<file path="config.mk">
export PLATFORM = sky130hd
export DESIGN_NAME = param_adder_seq
export DESIGN_NICKNAME = d
export VERILOG_FILES = /design/src/rtl/param_adder_seq_pkg.sv /design/src/rtl/param_adder.sv /design/src/rtl/param_adder_seq.sv
export SDC_FILE = /design/constraint.sdc
export NUM_CORES = 1
export LEC_CHECK = 0
export BUFFER_PORTS_ARGS = -buffer_cell sky130_fd_sc_hd__buf_2
export CAP_MARGIN = 5
export CORE_MARGIN = 2
export CORE_UTILIZATION = 39
export CTS_BUF_LIST = sky130_fd_sc_hd__clkbuf_8 sky130_fd_sc_hd__clkbuf_16
export DETAILED_ROUTE_END_ITERATION = 6
export PLACE_DENSITY = 0.63
export SYNTH_ARGS = -nofsm -noshare
export SYNTH_HDL_FRONTEND = slang
export SYNTH_HIERARCHICAL = 1
export SYNTH_SLANG_ARGS = --single-unit
export TNS_END_PERCENT = 100
</file>
<file path="constraint.sdc">
create_clock -name clk -period 2.5 [get_ports clk]
set_input_delay 0.5 -clock clk [delete_from_list [all_inputs] [get_ports clk]]
set_output_delay 0.5 -clock clk [all_outputs]
set_load 0.01 [all_outputs]
</file>
<file path="src/rtl/param_adder_seq_pkg.sv">
// ============================================================================
// Module : param_adder_seq_pkg
// Brief  : State encoding and index-width helper for the add sequencer.
// Rev    : 1.0
// ============================================================================
`default_nettype none

package param_adder_seq_pkg;

   typedef enum logic [1:0] {
      ST_IDLE = 2'd0,
      ST_RUN  = 2'd1,
      ST_DONE = 2'd2
   } state_t;

   // Chunk index width: clog2(n), never narrower than one bit.
   function automatic int idx_width(input int n);
      int w;
      w = 0;
      while ((1 << w) < n) begin
         w = w + 1;
      end
      return (w < 1) ? 1 : w;
   endfunction

endpackage

`default_nettype wire

</file>
<file path="src/rtl/param_adder.sv">
// ============================================================================
// Module : param_adder
// Brief  : SIZE-bit unsigned adder producing a sum and a carry-out.
// Rev    : 1.0
// ============================================================================
`default_nettype none

module param_adder #(
   parameter int SIZE = 2
) (
   input  logic [SIZE-1:0] i_a,
   input  logic [SIZE-1:0] i_b,
   output logic [SIZE-1:0] o_sum,
   output logic            o_carry
);

   assign {o_carry, o_sum} = {1'b0, i_a} + {1'b0, i_b};

endmodule

`default_nettype wire

</file>
<file path="src/rtl/param_adder_seq.sv">
// ============================================================================
// Module : param_adder_seq
// Brief  : Multi-precision adder reusing one SIZE-bit adder over WORDS cycles.
// Rev    : 1.0
// ============================================================================
`default_nettype none

module param_adder_seq
   import param_adder_seq_pkg::*;
#(
   parameter int SIZE  = 2,
   parameter int WORDS = 4
) (
   input  logic                  clk,
   input  logic                  rst,
   input  logic                  start,
   input  logic [SIZE*WORDS-1:0] a_in,
   input  logic [SIZE*WORDS-1:0] b_in,
   input  logic                  cin,
   output logic                  busy,
   output logic                  done,
   output logic [SIZE*WORDS-1:0] sum_out,
   output logic                  cout
);

   localparam int c_w  = SIZE * WORDS;
   localparam int c_iw = idx_width(WORDS);
   localparam logic [c_iw-1:0] c_last_idx = c_iw'(WORDS - 1);

   state_t            r_state;
   state_t            w_state_next;
   logic [c_w-1:0]    r_a;
   logic [c_w-1:0]    r_b;
   logic [c_w-1:0]    r_res;
   logic [c_w-1:0]    r_sum;
   logic              r_carry;
   logic              r_cout;
   logic [c_iw-1:0]   r_idx;

   logic [SIZE-1:0]   w_add_sum;
   logic              w_add_carry;
   logic [SIZE:0]     w_ext;
   logic              w_chunk_carry;
   logic              w_last;
   logic [c_w-1:0]    w_res_next;

   param_adder #(.SIZE(SIZE)) u_adder (
      .i_a     (r_a[SIZE-1:0]),
      .i_b     (r_b[SIZE-1:0]),
      .o_sum   (w_add_sum),
      .o_carry (w_add_carry)
   );

   // Ripple carry is folded in after the adder; both carries can't be set at once.
   assign w_ext         = {1'b0, w_add_sum} + {{SIZE{1'b0}}, r_carry};
   assign w_chunk_carry = w_add_carry | w_ext[SIZE];
   assign w_res_next    = (r_res >> SIZE) | (c_w'(w_ext[SIZE-1:0]) << (c_w - SIZE));
   assign w_last        = (r_idx == c_last_idx);

   always_ff @(posedge clk) begin
      if (rst) begin
         r_state <= ST_IDLE;
      end else begin
         r_state <= w_state_next;
      end
   end

   always_comb begin
      w_state_next = r_state;
      case (r_state)
         ST_IDLE: if (start) w_state_next = ST_RUN;
         ST_RUN:  if (w_last) w_state_next = ST_DONE;
         ST_DONE: w_state_next = ST_IDLE;
         default: w_state_next = ST_IDLE;
      endcase
   end

   always_ff @(posedge clk) begin
      if (rst) begin
         r_a     <= '0;
         r_b     <= '0;
         r_res   <= '0;
         r_sum   <= '0;
         r_carry <= 1'b0;
         r_cout  <= 1'b0;
         r_idx   <= '0;
      end else begin
         case (r_state)
            ST_IDLE: begin
               if (start) begin
                  r_a     <= a_in;
                  r_b     <= b_in;
                  r_carry <= cin;
                  r_idx   <= '0;
                  r_res   <= '0;
               end
            end
            ST_RUN: begin
               r_a     <= r_a >> SIZE;
               r_b     <= r_b >> SIZE;
               r_res   <= w_res_next;
               r_carry <= w_chunk_carry;
               r_idx   <= r_idx + c_iw'(1);
               // Visible result only moves on DONE entry, never mid-operation.
               if (w_last) begin
                  r_sum  <= w_res_next;
                  r_cout <= w_chunk_carry;
               end
            end
            default: begin
            end
         endcase
      end
   end

   assign busy    = (r_state != ST_IDLE);
   assign done    = (r_state == ST_DONE);
   assign sum_out = r_sum;
   assign cout    = r_cout;

endmodule

`default_nettype wire

</file>
Word level (Yosys, flattened, before mapping) --
Index checks and enable logic that the tools add are counted.
Operators by class: add/sub/neg operators 3, mux-type cells 13, equality and inequality tests 5, bitwise operators 2, reductions and logical operators 6
Operators by type and width (number):
- 8-bit one-hot mux with 2 select lines | 3
- 8-bit 2-to-1 mux | 3
- 6-bit by 8-bit bitwise OR with 8-bit output | 1
- 2-bit one-hot mux with 2 select lines | 2
- 2-bit 2-to-1 mux | 3
- 2-bit AND reduction | 3
- 2-bit == test, second input constant | 2
- 2-bit != test, second input constant | 2
- 2-bit nonzero test | 2
- 2-bit by 1-bit adder with 3-bit output | 1
- 2-bit by 2-bit adder with 3-bit output | 1
- 2-bit by 1-bit adder with 2-bit output, second input constant | 1
- 2-bit by 1-bit == test with 1-bit output, second input constant | 1
- 2-bit logical NOT | 1
- 1-bit one-hot mux with 2 select lines | 1
- 1-bit 2-to-1 mux | 1
- 1-bit bitwise OR | 1
Word-level totals: input port bits 20, output and inout port bits 11, word-level logic and storage cells 37, flip-flop bits (word level) 38

Logic depth before layout (Yosys ltp) --
Gate-level depths: netlist of the first run.
depth after elaboration 4, mapped depth 7

Modules after synthesis --
Netlist of the first run, hierarchy kept.
Modules (own cells, without submodules):
- param_adder_seq | cells an instance 178, area each 1569.0 µm², times used 1
- param_adder | cells an instance 7, area each 51.3 µm², times used 1

Least setup slack after synthesis of the first run --
Ideal clock, no wire load.
path kind reg2reg, start register r_a[0], end register r_res[7], data arrival time 1.465 ns, period minus slack after synthesis 1.593 ns, setup slack 0.907 ns, stages on the path, launching flop included 8, library setup time 0.128 ns, buffers on the path 0, required time 2.372 ns, cell sequence dfxtp_1 > ha_1 > inv_1 > fa_1 > inv_1 > ha_1 > a22oi_1 > nor2_1
On the way: word-level cells in the longest chain between the ends 4
RTL lines:
- from (decl) | line param_adder_seq.sv:32 | logic [c_w-1:0] r_a;
- from (signal assigned) | line param_adder_seq.sv:91 | r_a <= a_in;
- from (signal assigned) | line param_adder_seq.sv:99 | r_a <= r_a >> SIZE;
- 2-bit by 2-bit adder with 3-bit output | line param_adder.sv:17 | assign {o_carry, o_sum} = {1'b0, i_a} + {1'b0, i_b};
- named net w_add_sum[1] | line param_adder_seq.sv:40 | logic [SIZE-1:0] w_add_sum;
- 2-bit by 1-bit adder with 3-bit output | line param_adder_seq.sv:55 | assign w_ext = {1'b0, w_add_sum} + {{SIZE{1'b0}}, r_carry};
- named net w_ext[1] | line param_adder_seq.sv:42 | logic [SIZE:0] w_ext;
- 6-bit by 8-bit bitwise OR with 8-bit output | line param_adder_seq.sv:57 | assign w_res_next = (r_res >> SIZE) | (c_w'(w_ext[SIZE-1:0]) << (c_w - SIZE));
- 8-bit one-hot mux with 2 select lines | line param_adder_seq.sv:88 | case (r_state)
- to (signal assigned) | line param_adder_seq.sv:101 | r_res <= w_res_next;
- to (decl) | line param_adder_seq.sv:34 | logic [c_w-1:0] r_res;
The timed path passes the listed nets, and every way through them passes these cells. A chain may end at the register's enable or synchronous reset.

Worst setup path in the final report of the first run --
start register r_state[0], end output port busy
On the way: word-level cells in the longest chain between the ends 1
RTL lines:
- from (decl) | line param_adder_seq.sv:30 | state_t r_state;
- from (signal assigned) | line param_adder_seq.sv:64 | r_state <= w_state_next;
- 2-bit nonzero test | line param_adder_seq.sv:116 | assign busy = (r_state != ST_IDLE);
- to (decl) | line param_adder_seq.sv:20 | output logic busy,
No other way between the ends.

==> results of run 1 <==
layout make-up:
type / count / share of cell area
Timing Repair Buffer: 33 / 0.09299
Inverter: 5 / 0.01011
Sequential cell: 36 / 0.3881
Clock buffer: 7 / 0.05189
Multi-Input combinational cell: 129 / 0.4232
Tap cell: 50 / 0.03369
report_power, final:
| group | internal (mW) | switching (mW) |
|---|---|---|
| logic | 0.0645 | 0.0731 |
| registers | 0.601 | 0.0204 |
| clock network | 0.245 | 0.190 |
| total | 0.911 | 0.284 |
critical path, stage by stage (launching register included):
cell	delay, ps
dfxtp_1	790
or2_2	220
buf_2	120
cells by family (layout without fill, tap and decap cells):
group	count (synthesis)	in the layout	share of synthesized area
flops	36	36	0.4448
mux	1	1	0.006178
fa+ha+maj	5	5	0.04324
buf+inv	20	45	0.07026
simple gates	86	86	0.2927
compound gates	37	37	0.1429
routing by layer:
metal	vias to the layer above	part of all wire	track usage
li1	681	-	-
met1	611	0.47	0.2061
met2	18	0.46	0.2440
met3	7	0.043	0.03947
met4	0	0.026	0.09750
met5	-	0	0
layout by cell type, fill, tap and decap left out, types with 7 or more instances in the layout:
master | synthesis | final
a21oi_1 | 19 | 19
a22oi_1 | 11 | 11
buf_2 | 3 | 30
clkbuf_8 | 0 | 7
dfxtp_1 | 36 | 36
nand2_1 | 10 | 10
nand2b_1 | 12 | 12
nand3_1 | 8 | 8
nor2_1 | 25 | 25
nor3_1 | 12 | 12
or3b_1 | 12 | 12
metrics by stage:
stage	setup slack [ps]	util	power [mW]	instance area [um2]	hold WS, ps
finish	582.8	0.4642	1.195	1857	450.2
global route	382.9	0.4642	1.257	1857	459.6
CTS	576.1	0.4642	1.214	1857	447.2
detailed placement	674.1	0.4401	0.7726	1760	448.4
global placement	666.1	0.4401	0.7722	1760	443.7
floorplan	907.0	-	0.7409	1620	444.0
path summary, 6_finish.rpt:
check             slack (ps)       start  cells past startpoint    endpoint
setup / recovery         580  r_state[0]                      2        busy
hold reg to reg          450  sum_out[3]                      2  sum_out[3]
hold / removal           450     b_in[7]                      3      r_b[7]
setup reg to reg         710  r_state[0]                      3    r_idx[1]
state kept, by name (all words and copies together), names as in the netlist:
register,flops
r_res,6
sum_out,8
r_b,8
r_state,2
r_idx,2
r_a,8
cout,1
r_carry,1
==> flow_metrics.py, run 1 <==
metrics = {
    "outcome": {
        "status": "completed",
    },
    "yosys": {
        "ys_types": 29,
        "yosysMostFrequentCell": "dfxtp_1",
        "synth_area_leaders": "dfxtp_1 44%, or3b_1 6.5%, a21oi_1 5.9%, nor2_1 5.8%, a22oi_1 5.1%",
        "synth_cells": 185,
        "yosys.area.top_type": "dfxtp_1",
        "ys_ff_latch": 36,
        "synth_seq_area_share": 0.4448,
        "synth_warnings": 6,
        "syn-cell-area_um2": 1620,
        "yosys-top-cells-count": "36 x dfxtp_1, 25 x nor2_1, 19 x a21oi_1",
        "synth_edf_count": 0,
        "async_flop_share": 0,
        "synthFlopType": "dfxtp_1",
        "syn_avg_cell_area_um2": 8.758,
        "synth_top_area_share": 0.4448,
        "syn_nets": 210,
    },
    "clocking": {
        "clock_path_buffers": 2,
        "hold_buffers": 0,
        "clock-sinks": 36,
        "cts_tree": "done",
        "cts_max_level": 2,
        "clk_latency_ps": 290,
        "cts_buffers": 5,
        "post_cts_buffers": 0,
        "cts_resized": 0,
        "root_buffer": "clkbuf_8",
        "clk_pin_slew_ps": 60,
    },
    "placement": {
        "dp_cells": 253,
        "dp_hpwl_um": 2104,
        "place.gp.congestion": 0.6883,
        "portBuffers": 30,
    },
    "route": {
        "avgRoutedWirePerCell_um": 12.20,
        "vias": 1317,
        "drt_iter0_markers": 81,
        "first_pass_iters": 4,
        "routed_wirelength_um": 3173,
        "detail-route-antenna-nets": 0,
        "via_per_inst": 5.065,
        "drc": 0,
    },
    "worst_setup_path": {
        "crit_arrival_ps": 1420,
        "worstPathRequired_ps": 2000,
        "endpoint_kind": "output pin",
        "path_max_fanout": 25,
        "crit_type": "reg -> out",
        "crit_path_start_kind": "flip-flop",
    },
    "layout": {
        "antenna_cells": 0,
        "multi_input_area_um2": 785.8,
        "drive_above_1_share": 0.2286,
        "stdcell_count": 260,
        "regArea_um2": 720.7,
        "syn_to_final_growth_pct": 14.59,
        "fin_nets": 235,
        "nFillCells": 401,
    },
    "run": {
        "cap_violations": 0,
    },
    "hold_path": {
        "hold_path_class": "in -> reg",
    },
    "timing": {
        "skew_ps": 1.768,
        "slew_headroom": 0.3746,
        "hold_violations": 0,
        "fin_crit_ps": 1917,
        "rsz0062_at_grt": "no",
        "fmax_ghz": 0.5216,
        "finalCritPeriodShare": 0.7669,
        "finalSetupViolations": 0,
        "worst_pin_slew_ps": 936.2,
        "setup_tns_ps": 0,
        "slew_viol_final": 0,
    },
    "power_and_ir_drop": {
        "powerDensity_nw_per_um2": 643.5,
        "ir_drop_mv": 0.3219,
        "p_leak_nw": 0.7800,
    },
    "die": {
        "dieArea_um2": 4686,
        "initial_utilization": 0.4051,
        "die_h_um": 68.46,
        "core_um2": 4000,
        "ioPinCount": 31,
        "core.rowCount": 23,
        "die_w_um": 68.46,
    },
    "grt": {
        "grt_max_degree": 37,
        "grt_pass1_wl_um": 5513,
        "overflow": 0,
        "grt_pass1_vias": 1190,
        "antenna_found_initial": 0,
        "grt.total_usage": 0.1614,
    },
}
No activity file was read; power rests on OpenSTA's default activity.
==> run 2, diff against run 1 <==
- clock period: 2.5 -> 2 ns (I/O delays scaled with it)
==> flow_metrics.py, run 2 (synthesized netlist as in run 1, its figures left out) <==
metrics = {
    "route": {
        "vias": 1288,
        "drt_iter0_markers": 62,
        "avgRoutedWirePerCell_um": 11.76,
        "routed_wirelength_um": 3092,
        "first_pass_iters": 4,
        "drc": 0,
        "detail-route-antenna-nets": 0,
        "via_per_inst": 4.897,
    },
    "placement": {
        "dp_hpwl_um": 2115,
        "dp_slack_ps": 313.1,
        "portBuffers": 30,
        "place.gp.congestion": 0.7262,
    },
    "grt": {
        "busiest_layer": "met2",
        "gr-usage-met2": 0.2308,
        "grt_pass1_wl_um": 5313,
        "grt_pass1_vias": 1184,
        "grt.total_usage": 0.1563,
        "overflow": 0,
        "grt_max_degree": 37,
        "use_met3": 0.05099,
        "grt_use_met1": 0.2008,
        "antenna_found_initial": 0,
    },
    "worst_setup_path": {
        "path_max_fanout": 2,
        "worstRegToRegCells": 7,
        "crit_arrival_ps": 1820,
        "crit_path_top_delay_cell": "fa_1",
        "r2r-end": "r_res[7]",
        "crit_path_start_kind": "flip-flop",
        "reg2reg_from": "r_a[0]",
        "endpoint_kind": "flip-flop",
        "ff2ff_setup_slack_ps": 330,
        "worstPathRequired_ps": 2150,
        "crit_type": "reg -> reg",
        "path_cells": "ha_1, inv_1, fa_1, inv_1, ha_1, a22oi_1, nor2_1",
        "max_stage_delay_ps": 470,
    },
    "clocking": {
        "clk_pin_slew_ps": 70,
        "clock_path_buffers": 2,
        "hold_buffers": 0,
        "post_cts_buffers": 0,
        "cts_resized": 0,
        "clk_latency_ps": 280,
        "cts_max_level": 2,
        "clock-sinks": 36,
        "cts_buffers": 5,
        "cts_tree": "done",
        "root_buffer": "clkbuf_8",
    },
    "die": {
        "die_w_um": 68.46,
        "core_um2": 4000,
        "die_h_um": 68.46,
        "ioPinCount": 31,
        "initial_utilization": 0.4051,
        "core.rowCount": 23,
        "dieArea_um2": 4686,
    },
    "power_and_ir_drop": {
        "p_sw_mw": 0.3504,
        "p_leak_nw": 0.7904,
        "powerDensity_nw_per_um2": 761.9,
        "p_int_mw": 1.067,
        "clkPwrFrac": 0.328,
        "ir_drop_mv": 0.3887,
        "combPwrFrac": 0.128,
        "seqPwrFrac": 0.544,
        "sw_frac_of_total": 0.2472,
    },
    "timing": {
        "hold_violations": 0,
        "fin_crit_ps": 1672,
        "slew_viol_final": 0,
        "worst_pin_slew_ps": 665.8,
        "slew_headroom": 0.5561,
        "whs_ps": 351.0,
        "fmax_ghz": 0.5981,
        "setup_tns_ps": 0,
        "skew_ps": 5.378,
        "rsz0062_at_grt": "no",
        "finalCritPeriodShare": 0.8360,
        "finalSetupViolations": 0,
        "timing.final.ws_setup_ps": 327.9,
    },
    "layout": {
        "drive_above_1_share": 0.2347,
        "nFillCells": 413,
        "final_core_util": 0.4651,
        "fin_nets": 238,
        "syn_to_final_growth_pct": 14.83,
        "multi_input_area_um2": 785.8,
        "layout_common_cells": "36 x dfxtp_1, 30 x buf_2, 25 x nor2_1",
        "regArea_um2": 720.7,
        "antenna_cells": 0,
        "layout_commonest_cell": "dfxtp_1",
    },
    "hold_path": {
        "hold_depth": 3,
        "hold_path_class": "in -> reg",
        "hold_path.startpoint": "b_in[7]",
        "holdPathEnd": "r_b[7]",
    },
    "outcome": {
        "status": "completed",
    },
    "run": {
        "cap_violations": 0,
    },
}
[run 2: cell count changes in the layout (fill, tap and decap cells not counted)]
cell,previous run,this run
clkbuf_8,7,5
buf_4,3,6
clkinv_2,0,1
inv_1,5,6
[run 2: worst max path at each step]
stage,slack (ps),endpoint,cells past startpoint,startpoint
finish,330,r_res[7],7,r_a[0]
global route,210,cout,7,r_a[0]
CTS,330,r_res[7],7,r_a[0]
detailed placement,310,r_res[7],7,r_a[0]
global placement,350,r_res[7],7,r_a[0]
floorplan,410,r_res[7],7,r_a[0]
[run 2: layer usage]
metal,vias to the layer above,part of all wire
met1,581,0.48
met5,-,0
li1,684,-
met3,5,0.045
met2,18,0.45
met4,0,0.024
[run 2: cell type report]
| class | instances | share of cell area |
|---|---|---|
| multi-input cells | 129 | 0.4223 |
| repair buffers | 36 | 0.1049 |
| clock inverters | 2 | 0.004707 |
| flip-flops and latches | 36 | 0.3874 |
| inverters | 5 | 0.01009 |
| clock buffers | 5 | 0.03699 |
| well taps | 50 | 0.03362 |
[run 2: power by group through the flow]
stage / Combinational [mW] / Sequential [mW] / Clock (mW)
2_1_floorplan: 0.145 / 0.781 / 0
3_3_place_gp: 0.182 / 0.785 / 0
3_5_place_dp: 0.184 / 0.787 / 0
4_1_cts: 0.185 / 0.770 / 0.486
5_1_grt: 0.209 / 0.775 / 0.515
6_report: 0.182 / 0.771 / 0.465
[run 2: worst max-delay path: cells and delay by family (launching register included)]
family | cells | cell delay (ps)
fa+ha+maj | 3 | 910
flops | 1 | 330
compound gates | 1 | 160
buf+inv | 2 | 90
simple gates | 1 | 50
[run 2: per-stage QoR]
stage	area (um2)	instances	power, mW
2_1_floorplan	1620	185	0.9261
3_3_place_gp	1783	256	0.9673
3_5_place_dp	1783	256	0.9704
4_1_cts	1861	263	1.441
5_1_grt	1861	263	1.499
6_report	1861	263	1.418
==> run 3, diff against run 2 <==
- clock period: 2 -> 1.7 ns (I/O delays scaled with it)
==> flow_metrics.py, run 3 (synthesized netlist as in run 1, its figures left out) <==
metrics = {
    "timing": {
        "fmax_ghz": 0.6100,
        "slew_headroom": 0.6243,
        "finalCritPeriodShare": 0.9644,
        "worst_pin_slew_ps": 562.4,
        "skew_ps": 6.647,
        "finalSetupViolations": 0,
        "whs_ps": 287.0,
        "slew_viol_final": 0,
        "rsz0062_at_grt": "no",
        "hold_violations": 0,
        "setup_tns_ps": 0,
        "fin_crit_ps": 1639,
    },
    "outcome": {
        "status": "completed",
    },
    "die": {
        "ioPinCount": 31,
        "core_um2": 4000,
        "dieArea_um2": 4686,
        "die_h_um": 68.46,
        "core.rowCount": 23,
        "die_w_um": 68.46,
        "initial_utilization": 0.4051,
    },
    "grt": {
        "antenna_found_initial": 0,
        "grt_pass1_vias": 1134,
        "grt_max_degree": 24,
        "overflow": 0,
        "grt.total_usage": 0.1530,
        "grt_pass1_wl_um": 5257,
    },
    "power_and_ir_drop": {
        "p_leak_nw": 0.8282,
        "ir_drop_mv": 0.4843,
        "powerDensity_nw_per_um2": 963.0,
    },
    "clocking": {
        "cts_max_level": 2,
        "root_buffer": "clkbuf_8",
        "hold_buffers": 0,
        "post_cts_buffers": 0,
        "clk_pin_slew_ps": 70,
        "clock-sinks": 36,
        "cts_tree": "done",
        "clk_latency_ps": 290,
        "clock_path_buffers": 2,
        "cts_buffers": 5,
    },
    "layout": {
        "layout_commonest_cell": "dfxtp_1",
        "syn_to_final_growth_pct": 20.39,
        "layout_common_cells": "34 x dfxtp_1, 30 x buf_2, 25 x nor2_1",
        "drive_above_1_share": 0.2719,
        "antenna_cells": 0,
        "fin_nets": 241,
    },
    "worst_setup_path": {
        "crit_path_top_delay_cell": "dfxtp_2",
        "max_stage_delay_ps": 380,
        "ff2ff_setup_slack_ps": 150,
        "path_max_fanout": 22,
        "crit_arrival_ps": 1300,
        "crit_path_start_kind": "flip-flop",
        "path_cells": "buf_4, or2_2, buf_2",
        "worst-path-buf-inv": 2,
        "crit_type": "reg -> out",
        "endpoint_kind": "output pin",
        "worstPathRequired_ps": 1360,
        "crit_family": "flip-flops",
    },
    "route": {
        "routed_wirelength_um": 3314,
        "via_per_inst": 5.064,
        "first_pass_iters": 4,
        "drt_iter0_markers": 53,
        "drc": 0,
        "detail-route-antenna-nets": 0,
        "vias": 1352,
        "avgRoutedWirePerCell_um": 12.41,
    },
    "hold_path": {
        "hold_path_class": "in -> reg",
    },
    "placement": {
        "dp_hpwl_um": 2272,
        "portBuffers": 30,
        "place.gp.congestion": 0.7686,
    },
    "run": {
        "cap_violations": 0,
    },
}
-- run 3: cell count changes in the layout (fill, tap and decap cells not counted), sizes merged --
cell / change
buf: +3
bufinv: +1
-- run 3: report_power, final --
part / switching [mW] / internal [mW]
registers: 0.0248 / 0.885
clock network: 0.307 / 0.429
logic: 0.122 / 0.111
-- run 3: per-layer routing --
layer  vias up  part of all wire  wire length, um  global-route usage
met3         5             0.041              135             0.03947
met1       632              0.50             1645              0.2123
met2        22              0.44             1468              0.2175
met4         0             0.019               64             0.07500
met5         -                 0                0                   0
li1        693                 -                -                   -
-- run 3: final cells by class --
type / instances / area (um2)
Inverter: 5 / 18.77
Tap cell: 50 / 62.56
Timing Repair Buffer: 39 / 230.2
Sequential cell: 36 / 723.2
Clock inverter: 3 / 38.79
Fill cell: 402 / 2049
Multi-Input combinational cell: 129 / 808.3
Clock buffer: 5 / 68.82
-- run 3: final timing paths --
kind,depth (start not counted),end,start
worst min-delay path,3,r_b[6],b_in[6]
worst min register to register,2,sum_out[6],sum_out[6]
worst max-delay path,3,busy,r_state[0]
worst max register to register,7,r_res[7],r_b[0]
-- run 3: repair_timing --
| action | CTS | global route |
|---|---|---|
| endpoints found under the setup margin | 1 | 3 |
| pin swaps | 0 | 2 |
| gates resized for setup | 1 | 5 |
| hold endpoints to repair | 0 | 0 |
-- run 3: through the flow --
| stage | worst slack (ps) | util | power, mW | std cells | area [um2] |
|---|---|---|---|---|---|
| after floorplan | 107.0 | - | 1.090 | 185 | 1620 |
| after global placement | 83.50 | 0.4545 | 1.148 | 259 | 1818 |
| after detailed placement | 44.17 | 0.4545 | 1.151 | 259 | 1818 |
| after CTS | 44.40 | 0.4817 | 1.875 | 267 | 1927 |
| after global routing | 4.970 | 0.4876 | 1.960 | 267 | 1951 |
| final | 60.55 | 0.4876 | 1.879 | 267 | 1951 |
-- run 3: worst min-delay path, stage by stage --
cell,delay (ps)
buf_2,80
a22oi_1,50
nor2_1,70
